==> src/rtl/nanorv32_periph_arb_if.sv <==
// Bus bundle for nanorv32_periph_arb: both master request/response ports,
// the shared peripheral slave port and the busy flag.
// The slave modport is the arbiter's view. The master modport is the
// environment's view: both bus masters plus the peripheral mux.
interface nanorv32_periph_arb_if #(
  parameter int AW = 13,
  parameter int DW = 32
);
  logic          m0_req;
  logic          m0_we;
  logic [AW-1:0] m0_addr;
  logic [3:0]    m0_bytesel;
  logic [DW-1:0] m0_wdata;
  logic [DW-1:0] m0_rdata;
  logic          m0_ready;
  logic          m0_err;

  logic          m1_req;
  logic          m1_we;
  logic [AW-1:0] m1_addr;
  logic [3:0]    m1_bytesel;
  logic [DW-1:0] m1_wdata;
  logic [DW-1:0] m1_rdata;
  logic          m1_ready;
  logic          m1_err;

  logic          periph_en;
  logic          periph_we;
  logic [AW-1:0] periph_addr;
  logic [3:0]    periph_bytesel;
  logic [DW-1:0] periph_din;
  logic [DW-1:0] periph_dout;
  logic          periph_ready_nxt;
  logic          arb_busy;

  modport slave (
    input  m0_req, m0_we, m0_addr, m0_bytesel, m0_wdata,
    input  m1_req, m1_we, m1_addr, m1_bytesel, m1_wdata,
    output m0_rdata, m0_ready, m0_err, m1_rdata, m1_ready, m1_err,
    output periph_en, periph_we, periph_addr, periph_bytesel, periph_din,
    input  periph_dout, periph_ready_nxt,
    output arb_busy
  );

  modport master (
    output m0_req, m0_we, m0_addr, m0_bytesel, m0_wdata,
    output m1_req, m1_we, m1_addr, m1_bytesel, m1_wdata,
    input  m0_rdata, m0_ready, m0_err, m1_rdata, m1_ready, m1_err,
    input  periph_en, periph_we, periph_addr, periph_bytesel, periph_din,
    output periph_dout, periph_ready_nxt,
    input  arb_busy
  );
endinterface

==> src/rtl/nanorv32_periph_arb.sv <==
// nanorv32_periph_arb: round-robin two-master arbiter and IDLE/ACCESS/DATA
// sequencer for the peripheral bus.
// Optional feature macro: NANORV32_PERIPH_ARB_TIMEOUT_EN. When it is defined,
// an access is aborted with err after TIMEOUT ACCESS cycles without
// periph_ready_nxt.
module nanorv32_periph_arb #(
  parameter int AW      = 13,
  parameter int DW      = 32,
  parameter int TIMEOUT = 16
) (
  input logic clk,
  input logic rst,
  nanorv32_periph_arb_if.slave bus
);

  typedef enum logic [1:0] {IDLE, ACCESS, DATA} state_t;

  state_t        state_reg, state_next;
  logic          grant_reg;
  logic          last_grant_reg;
  logic          periph_we_reg;
  logic [AW-1:0] periph_addr_reg;
  logic [3:0]    periph_bytesel_reg;
  logic [DW-1:0] periph_din_reg;
  logic          m0_ready_reg, m1_ready_reg;
  logic [DW-1:0] m0_rdata_reg, m1_rdata_reg;

  logic elig0, elig1, win;
  logic load, done, abort, timeout_hit;

  // Elaboration-time guard on the timeout range.
  if (TIMEOUT < 2 || TIMEOUT > 256) begin : g_bad_timeout
    $error("nanorv32_periph_arb: TIMEOUT must lie in 2..256");
  end

  // A master still showing its ready pulse is holding a stale request.
  assign elig0 = bus.m0_req & ~m0_ready_reg;
  assign elig1 = bus.m1_req & ~m1_ready_reg;
  // On a tie the master that was not served last wins.
  assign win   = (elig0 & elig1) ? ~last_grant_reg : elig1;

`ifdef NANORV32_PERIPH_ARB_TIMEOUT_EN
  localparam int CW = $clog2(TIMEOUT);
  logic [CW-1:0] cnt_reg;
  logic          m0_err_reg, m1_err_reg;

  // The counter holds (k-1) during the k-th ACCESS cycle.
  assign timeout_hit = (state_reg == ACCESS) && !bus.periph_ready_nxt &&
                       (cnt_reg == CW'(TIMEOUT - 1));

  // Wait-cycle counter: cleared when a grant is made, counts stalled cycles.
  always_ff @(posedge clk) begin
    if (rst) begin
      cnt_reg <= '0;
    end else if (load) begin
      cnt_reg <= '0;
    end else if (state_reg == ACCESS && !bus.periph_ready_nxt) begin
      cnt_reg <= cnt_reg + CW'(1);
    end
  end

  // Error flags of the granted master follow each completion.
  always_ff @(posedge clk) begin
    if (rst) begin
      m0_err_reg <= 1'b0;
      m1_err_reg <= 1'b0;
    end else if (done || abort) begin
      if (grant_reg) m1_err_reg <= abort;
      else           m0_err_reg <= abort;
    end
  end

  assign bus.m0_err = m0_err_reg;
  assign bus.m1_err = m1_err_reg;
`else
  assign timeout_hit = 1'b0;
  assign bus.m0_err  = 1'b0;
  assign bus.m1_err  = 1'b0;
`endif

  // FSM state register.
  always_ff @(posedge clk) begin
    if (rst) state_reg <= IDLE;
    else     state_reg <= state_next;
  end

  // Next-state decode and phase strobes.
  always_comb begin
    state_next = state_reg;
    load       = 1'b0;
    done       = 1'b0;
    abort      = 1'b0;
    case (state_reg)
      IDLE: begin
        if (elig0 || elig1) begin
          state_next = ACCESS;
          load       = 1'b1;
        end
      end
      ACCESS: begin
        if (bus.periph_ready_nxt) begin
          state_next = DATA;
        end else if (timeout_hit) begin
          state_next = IDLE;
          abort      = 1'b1;
        end
      end
      DATA: begin
        state_next = IDLE;
        done       = 1'b1;
      end
      default: state_next = IDLE;
    endcase
  end

  // Grant latch, peripheral request registers and master responses.
  always_ff @(posedge clk) begin
    if (rst) begin
      grant_reg          <= 1'b0;
      last_grant_reg     <= 1'b1;
      periph_we_reg      <= 1'b0;
      periph_addr_reg    <= '0;
      periph_bytesel_reg <= '0;
      periph_din_reg     <= '0;
      m0_ready_reg       <= 1'b0;
      m1_ready_reg       <= 1'b0;
      m0_rdata_reg       <= '0;
      m1_rdata_reg       <= '0;
    end else begin
      m0_ready_reg <= 1'b0;
      m1_ready_reg <= 1'b0;
      if (load) begin
        grant_reg          <= win;
        periph_we_reg      <= win ? bus.m1_we      : bus.m0_we;
        periph_addr_reg    <= win ? bus.m1_addr    : bus.m0_addr;
        periph_bytesel_reg <= win ? bus.m1_bytesel : bus.m0_bytesel;
        periph_din_reg     <= win ? bus.m1_wdata   : bus.m0_wdata;
      end
      if (done || abort) begin
        last_grant_reg <= grant_reg;
        if (grant_reg) begin
          m1_ready_reg <= 1'b1;
          if (abort)               m1_rdata_reg <= '0;
          else if (!periph_we_reg) m1_rdata_reg <= bus.periph_dout;
        end else begin
          m0_ready_reg <= 1'b1;
          if (abort)               m0_rdata_reg <= '0;
          else if (!periph_we_reg) m0_rdata_reg <= bus.periph_dout;
        end
      end
    end
  end

  assign bus.periph_en      = (state_reg == ACCESS);
  assign bus.arb_busy       = (state_reg != IDLE);
  assign bus.periph_we      = periph_we_reg;
  assign bus.periph_addr    = periph_addr_reg;
  assign bus.periph_bytesel = periph_bytesel_reg;
  assign bus.periph_din     = periph_din_reg;
  assign bus.m0_ready       = m0_ready_reg;
  assign bus.m1_ready       = m1_ready_reg;
  assign bus.m0_rdata       = m0_rdata_reg;
  assign bus.m1_rdata       = m1_rdata_reg;

endmodule

==> src/flat_wrapper.sv <==
// flat-port wrapper written by rule: the top's interface ports become plain ports
module nanorv32_periph_arb_flat 
#(
  parameter int AW      = 13,
  parameter int DW      = 32,
  parameter int TIMEOUT = 16
)
  (clk, rst, bus_m0_req, bus_m0_we, bus_m0_addr, bus_m0_bytesel, bus_m0_wdata, bus_m1_req, bus_m1_we, bus_m1_addr, bus_m1_bytesel, bus_m1_wdata, bus_m0_rdata, bus_m0_ready, bus_m0_err, bus_m1_rdata, bus_m1_ready, bus_m1_err, bus_periph_en, bus_periph_we, bus_periph_addr, bus_periph_bytesel, bus_periph_din, bus_periph_dout, bus_periph_ready_nxt, bus_arb_busy);
  nanorv32_periph_arb_if #(.AW(AW), .DW(DW)) bus_i ();
  input logic clk;
  input logic rst;
  input wire logic [$bits(bus_i.m0_req)-1:0] bus_m0_req;
  input wire logic [$bits(bus_i.m0_we)-1:0] bus_m0_we;
  input wire logic [$bits(bus_i.m0_addr)-1:0] bus_m0_addr;
  input wire logic [$bits(bus_i.m0_bytesel)-1:0] bus_m0_bytesel;
  input wire logic [$bits(bus_i.m0_wdata)-1:0] bus_m0_wdata;
  input wire logic [$bits(bus_i.m1_req)-1:0] bus_m1_req;
  input wire logic [$bits(bus_i.m1_we)-1:0] bus_m1_we;
  input wire logic [$bits(bus_i.m1_addr)-1:0] bus_m1_addr;
  input wire logic [$bits(bus_i.m1_bytesel)-1:0] bus_m1_bytesel;
  input wire logic [$bits(bus_i.m1_wdata)-1:0] bus_m1_wdata;
  output wire logic [$bits(bus_i.m0_rdata)-1:0] bus_m0_rdata;
  output wire logic [$bits(bus_i.m0_ready)-1:0] bus_m0_ready;
  output wire logic [$bits(bus_i.m0_err)-1:0] bus_m0_err;
  output wire logic [$bits(bus_i.m1_rdata)-1:0] bus_m1_rdata;
  output wire logic [$bits(bus_i.m1_ready)-1:0] bus_m1_ready;
  output wire logic [$bits(bus_i.m1_err)-1:0] bus_m1_err;
  output wire logic [$bits(bus_i.periph_en)-1:0] bus_periph_en;
  output wire logic [$bits(bus_i.periph_we)-1:0] bus_periph_we;
  output wire logic [$bits(bus_i.periph_addr)-1:0] bus_periph_addr;
  output wire logic [$bits(bus_i.periph_bytesel)-1:0] bus_periph_bytesel;
  output wire logic [$bits(bus_i.periph_din)-1:0] bus_periph_din;
  input wire logic [$bits(bus_i.periph_dout)-1:0] bus_periph_dout;
  input wire logic [$bits(bus_i.periph_ready_nxt)-1:0] bus_periph_ready_nxt;
  output wire logic [$bits(bus_i.arb_busy)-1:0] bus_arb_busy;
  assign bus_i.m0_req = bus_m0_req;
  assign bus_i.m0_we = bus_m0_we;
  assign bus_i.m0_addr = bus_m0_addr;
  assign bus_i.m0_bytesel = bus_m0_bytesel;
  assign bus_i.m0_wdata = bus_m0_wdata;
  assign bus_i.m1_req = bus_m1_req;
  assign bus_i.m1_we = bus_m1_we;
  assign bus_i.m1_addr = bus_m1_addr;
  assign bus_i.m1_bytesel = bus_m1_bytesel;
  assign bus_i.m1_wdata = bus_m1_wdata;
  assign bus_m0_rdata = bus_i.m0_rdata;
  assign bus_m0_ready = bus_i.m0_ready;
  assign bus_m0_err = bus_i.m0_err;
  assign bus_m1_rdata = bus_i.m1_rdata;
  assign bus_m1_ready = bus_i.m1_ready;
  assign bus_m1_err = bus_i.m1_err;
  assign bus_periph_en = bus_i.periph_en;
  assign bus_periph_we = bus_i.periph_we;
  assign bus_periph_addr = bus_i.periph_addr;
  assign bus_periph_bytesel = bus_i.periph_bytesel;
  assign bus_periph_din = bus_i.periph_din;
  assign bus_i.periph_dout = bus_periph_dout;
  assign bus_i.periph_ready_nxt = bus_periph_ready_nxt;
  assign bus_arb_busy = bus_i.arb_busy;
  nanorv32_periph_arb #(.AW(AW), .DW(DW), .TIMEOUT(TIMEOUT)) u_core (.clk(clk), .rst(rst), .bus(bus_i));
endmodule
==> config.mk <==
export PLATFORM = sky130hd
export DESIGN_NAME = nanorv32_periph_arb_flat
export DESIGN_NICKNAME = d
export VERILOG_FILES = /design/src/rtl/nanorv32_periph_arb_if.sv /design/src/rtl/nanorv32_periph_arb.sv /design/src/flat_wrapper.sv
export SDC_FILE = /design/constraint.sdc
export NUM_CORES = 1
export LEC_CHECK = 0
export CAP_MARGIN = 20
export CELL_PAD_IN_SITES_DETAIL_PLACEMENT = 1
export CELL_PAD_IN_SITES_GLOBAL_PLACEMENT = 2
export CORE_ASPECT_RATIO = 0.75
export CORE_MARGIN = 4
export CORE_UTILIZATION = 25
export CTS_BUF_LIST = sky130_fd_sc_hd__clkbuf_8
export CTS_CLUSTER_DIAMETER = 80
export CTS_CLUSTER_SIZE = 10
export DETAILED_ROUTE_END_ITERATION = 8
export DONT_BUFFER_PORTS = 1
export PLACE_DENSITY = 0.76
export SYNTH_ARGS = -nofsm -noshare
export SYNTH_HDL_FRONTEND = slang
export SYNTH_SLANG_ARGS = --single-unit
==> constraint.sdc <==
create_clock -name clk -period 1.4 [get_ports clk]
set_input_delay 0.07 -clock clk [delete_from_list [all_inputs] [get_ports clk]]
set_output_delay 0.07 -clock clk [all_outputs]
set_load 0.02 [all_outputs]
==> reports/qor.csv <==
stage,metric,value,unit
status,status,"complete, but fails checks",
status,failing checks,"hold timing, setup timing",
grt,vias in the first global route,4656,
cells_and_area,fillers,2158,
setup_path,worst reg2reg endpoint,u_core.bus.periph_addr[2]$_SDFFE_PP0P_,
clock_network,"CTS clk-pin slew, worst paths",0.08,ns
cells_and_area,share of layout cells above drive strength 1,29.1,%
sta,hold_ws,-0.282,ns
yosys,mapped cell area,4830,µm²
setup_path,Crit Path Max Fanout,8,
drt,Total Routed Length,17900,µm
setup_path,Setup CP Type,flop to flop,
clock_network,clk buf depth,2,
cells_and_area,Layout Nets,743,
sta,Max Slew Vio Count,0,
sta,RSZ-0062 raised after global routing,true,
yosys,sequential area share after synthesis,49.8,%
yosys,largest family of logic cells by synthesized area,simple AND/OR/NAND/NOR gates,
floorplanning,# rows,43,
place,Place WS,-0.158,ns
min_path,Hold Path Sink,u_core.bus.periph_din[1]$_SDFFE_PP0P_,
place,hpwl dp,11200,µm
sta,Fin. Hold Viols,120,
floorplanning,die area,21600,µm²
pwr,Power Density,1340,nW/µm²
sta,Achievable Freq,0.659,GHz
setup_path,R2R setup slack,-0.12,ns
sta,Total Neg Setup Slack,-3.09,ns
cells_and_area,Synth-to-Final Area Change,32.1,%
floorplanning,Die Wd,168,µm
setup_path,RR Startpoint,u_core.state_reg[1]$_SDFFE_PP0P_,
clock_network,cts bufs inserted,17,
yosys,Netlist cell types,25,
min_path,Hold Path Depth,1,
floorplanning,die height,128,µm
yosys,Post-Syn Instances,589,
clock_network,H-tree Lvls,4,
pwr,P_leak,0.00224,µW
drt,detailed-route via count,4273,
drt,via/cell ratio,4.93,
yosys,Post-Synth Simple-Gate Area,23.9,%
yosys,Synth Area in Compound Gates,20.2,%
sta,Setup WS post-layout,-0.118,ns
place,GP Congestion,0.797,
floorplanning,Initial Util,25.8,%
clock_network,Clock Sinks,120,
clock_network,CTS tree,built,
yosys,xor-xnor portion of the synthesized cell area,0,%
setup_path,critical path arrival,1.82,ns
drt,Detail Route Antenna Nets,0,
cells_and_area,# diodes,0,
run,maxcap violations,0,
yosys,Synthesis Warnings,0,
grt,largest net degree at the start of global routing,121,
yosys,Mean Syn Cell Area,8.20,µm²
min_path,Hold Path Origin,rst,
clock_network,root buffer cell,clkbuf_8,
cells_and_area,"commonest non-fill, non-tap cell in the layout",nand2_1,
clock_network,Worst-Skew Late Latency,0.43,ns
sta,Post-Route Skew,0.0114,ns
sta,post-route minimum period,1.52,ns
grt,GRT Util Overall,15.4,%
yosys,mux cell area share after synthesis,0.207,%
setup_path,Worst Reg-to-Reg Cells,7,
drt,DR iter-0 viols,182,
yosys,fraction of the mapped netlist area in adder cells,0,%
floorplanning,IO Count,257,
drt,Residual DRC,0,
drt,DR WL/cell,20.7,µm
place,Port Buf Inserts,0,
grt,Overflow after GRT,0,
grt,initial antenna violation count,0,
min_path,min-delay worst type,input port to flop,
setup_path,CP startpoint kind,flop,
floorplanning,core outline area,18700,µm²
setup_path,Crit path required time,1.70,ns
sta,Final setup viols,60,
setup_path,Critical Path End Type,flop,
yosys,Seq cells post-synth,120,
pwr,VDD IR-drop max,486,µV
drt,Pre-antenna DRT Iters,4,
sta,Final period util,108,%
grt,global-route wire length before repair,26100,µm
cells_and_area,most frequent cells in the layout,"nand2_1, dfxtp_1, a21oi_1, nor2_1, a311oi_2",
[final cells by class]
type	instances	area, µm²	area share [%]
clock inverter	12	125	1.96
inverter	2	7.51	0.118
sequential	120	2410	37.7
multi-input combinational	416	2380	37.3
timing repair buffer	49	875	13.7
clock buffer	20	275	4.32
tap	247	309	4.85
[how the worst max path moves through the flow]
stage / start / endpoint / slack, ns / cells past startpoint
floorplan: u_core.state_reg[1]$_SDFFE_PP0P_ / u_core.bus.periph_din[0]$_SDFFE_PP0P_ / 0.002 / 6
global placement: u_core.state_reg[1]$_SDFFE_PP0P_ / u_core.bus.periph_we$_SDFFE_PP0P_ / -0.14 / 5
detailed placement: u_core.state_reg[1]$_SDFFE_PP0P_ / u_core.bus.periph_we$_SDFFE_PP0P_ / -0.16 / 5
CTS: u_core.state_reg[1]$_SDFFE_PP0P_ / u_core.bus.periph_addr[12]$_SDFFE_PP0P_ / -0.1 / 7
global route: u_core.state_reg[0]$_SDFFE_PP0P_ / u_core.bus.periph_addr[2]$_SDFFE_PP0P_ / -0.17 / 7
finish: u_core.state_reg[1]$_SDFFE_PP0P_ / u_core.bus.periph_addr[2]$_SDFFE_PP0P_ / -0.12 / 7
[layer usage]
layer  part of all wire [%]  global-route usage (%)  routed length [µm]  vias to the layer above
li1                       -                       -                   -                     2000
met1                     43                    18.2                7680                     2102
met2                     46                    24.7                8310                      157
met3                    9.3                    7.80                1670                       14
met4                    1.2                    4.39                 221                        0
met5                      0                       0                   0                        -
[logic make-up (layout without fill, tap and decap cells)]
logic type | Yosys count | in the layout
other cells | 1 | 2
compound gates | 117 | 117
buf+inv | 54 | 83
simple gates | 296 | 296
flops | 120 | 120
mux | 1 | 1
[stage by stage]
stage,instances,cell area [µm²],utilization [%],power (µW)
floorplan,590,4830,-,4740
detailed placement,807,5170,27.6,4940
global placement,807,5170,27.6,4880
CTS,859,6040,32.3,8640
finish,866,6380,34.1,8550
global route,866,6380,34.1,9000
[critical path, cell delays in order (launching register included)]
cell and delay (ns):
dfxtp_2 0.32, or2_4 0.24, o21ba_4 0.26, buf_12 0.13
buf_12 0.11, buf_16 0.14, buf_12 0.11, a311oi_2 0.08
[cell usage after synthesis]
cell type | number | area [µm²]
nor3b_1 | 2 | 15.0
conb_1 | 1 | 3.75
and2_1 | 1 | 6.26
inv_2 | 1 | 3.75
buf_2 | 23 | 115
nand3b_1 | 1 | 7.51
a211o_1 | 1 | 8.76
nor3_1 | 1 | 5.00
buf_4 | 5 | 37.5
or3_1 | 2 | 12.5
o21ba_4 | 1 | 16.3
mux2i_1 | 1 | 10.0
or2_1 | 1 | 6.26
clkbuf_1 | 20 | 75.1
nor2b_1 | 3 | 18.8
buf_6 | 4 | 45.0
dfxtp_1 | 120 | 2400
nor3_2 | 2 | 20.0
a311oi_1 | 20 | 175
inv_1 | 1 | 3.75
nand2b_1 | 1 | 6.26
a311oi_2 | 30 | 450
a21oi_1 | 65 | 325
nor2_1 | 53 | 199
nand2_1 | 229 | 860
[timing repair]
item,CTS,global route
gates resized for setup,31,55
hold endpoints to repair,120,120
setup buffers,11,2
pin swaps,24,21
endpoints found under the setup margin,61,115
gates cloned,9,5
[power breakdown]
part	total (µW)	switching, µW	internal (µW)
combinational	1340	638	700
clock	3190	1470	1710
sequential	4030	408	3620
total	8550	2520	6030
No activity file was read; power rests on OpenSTA's default activity.
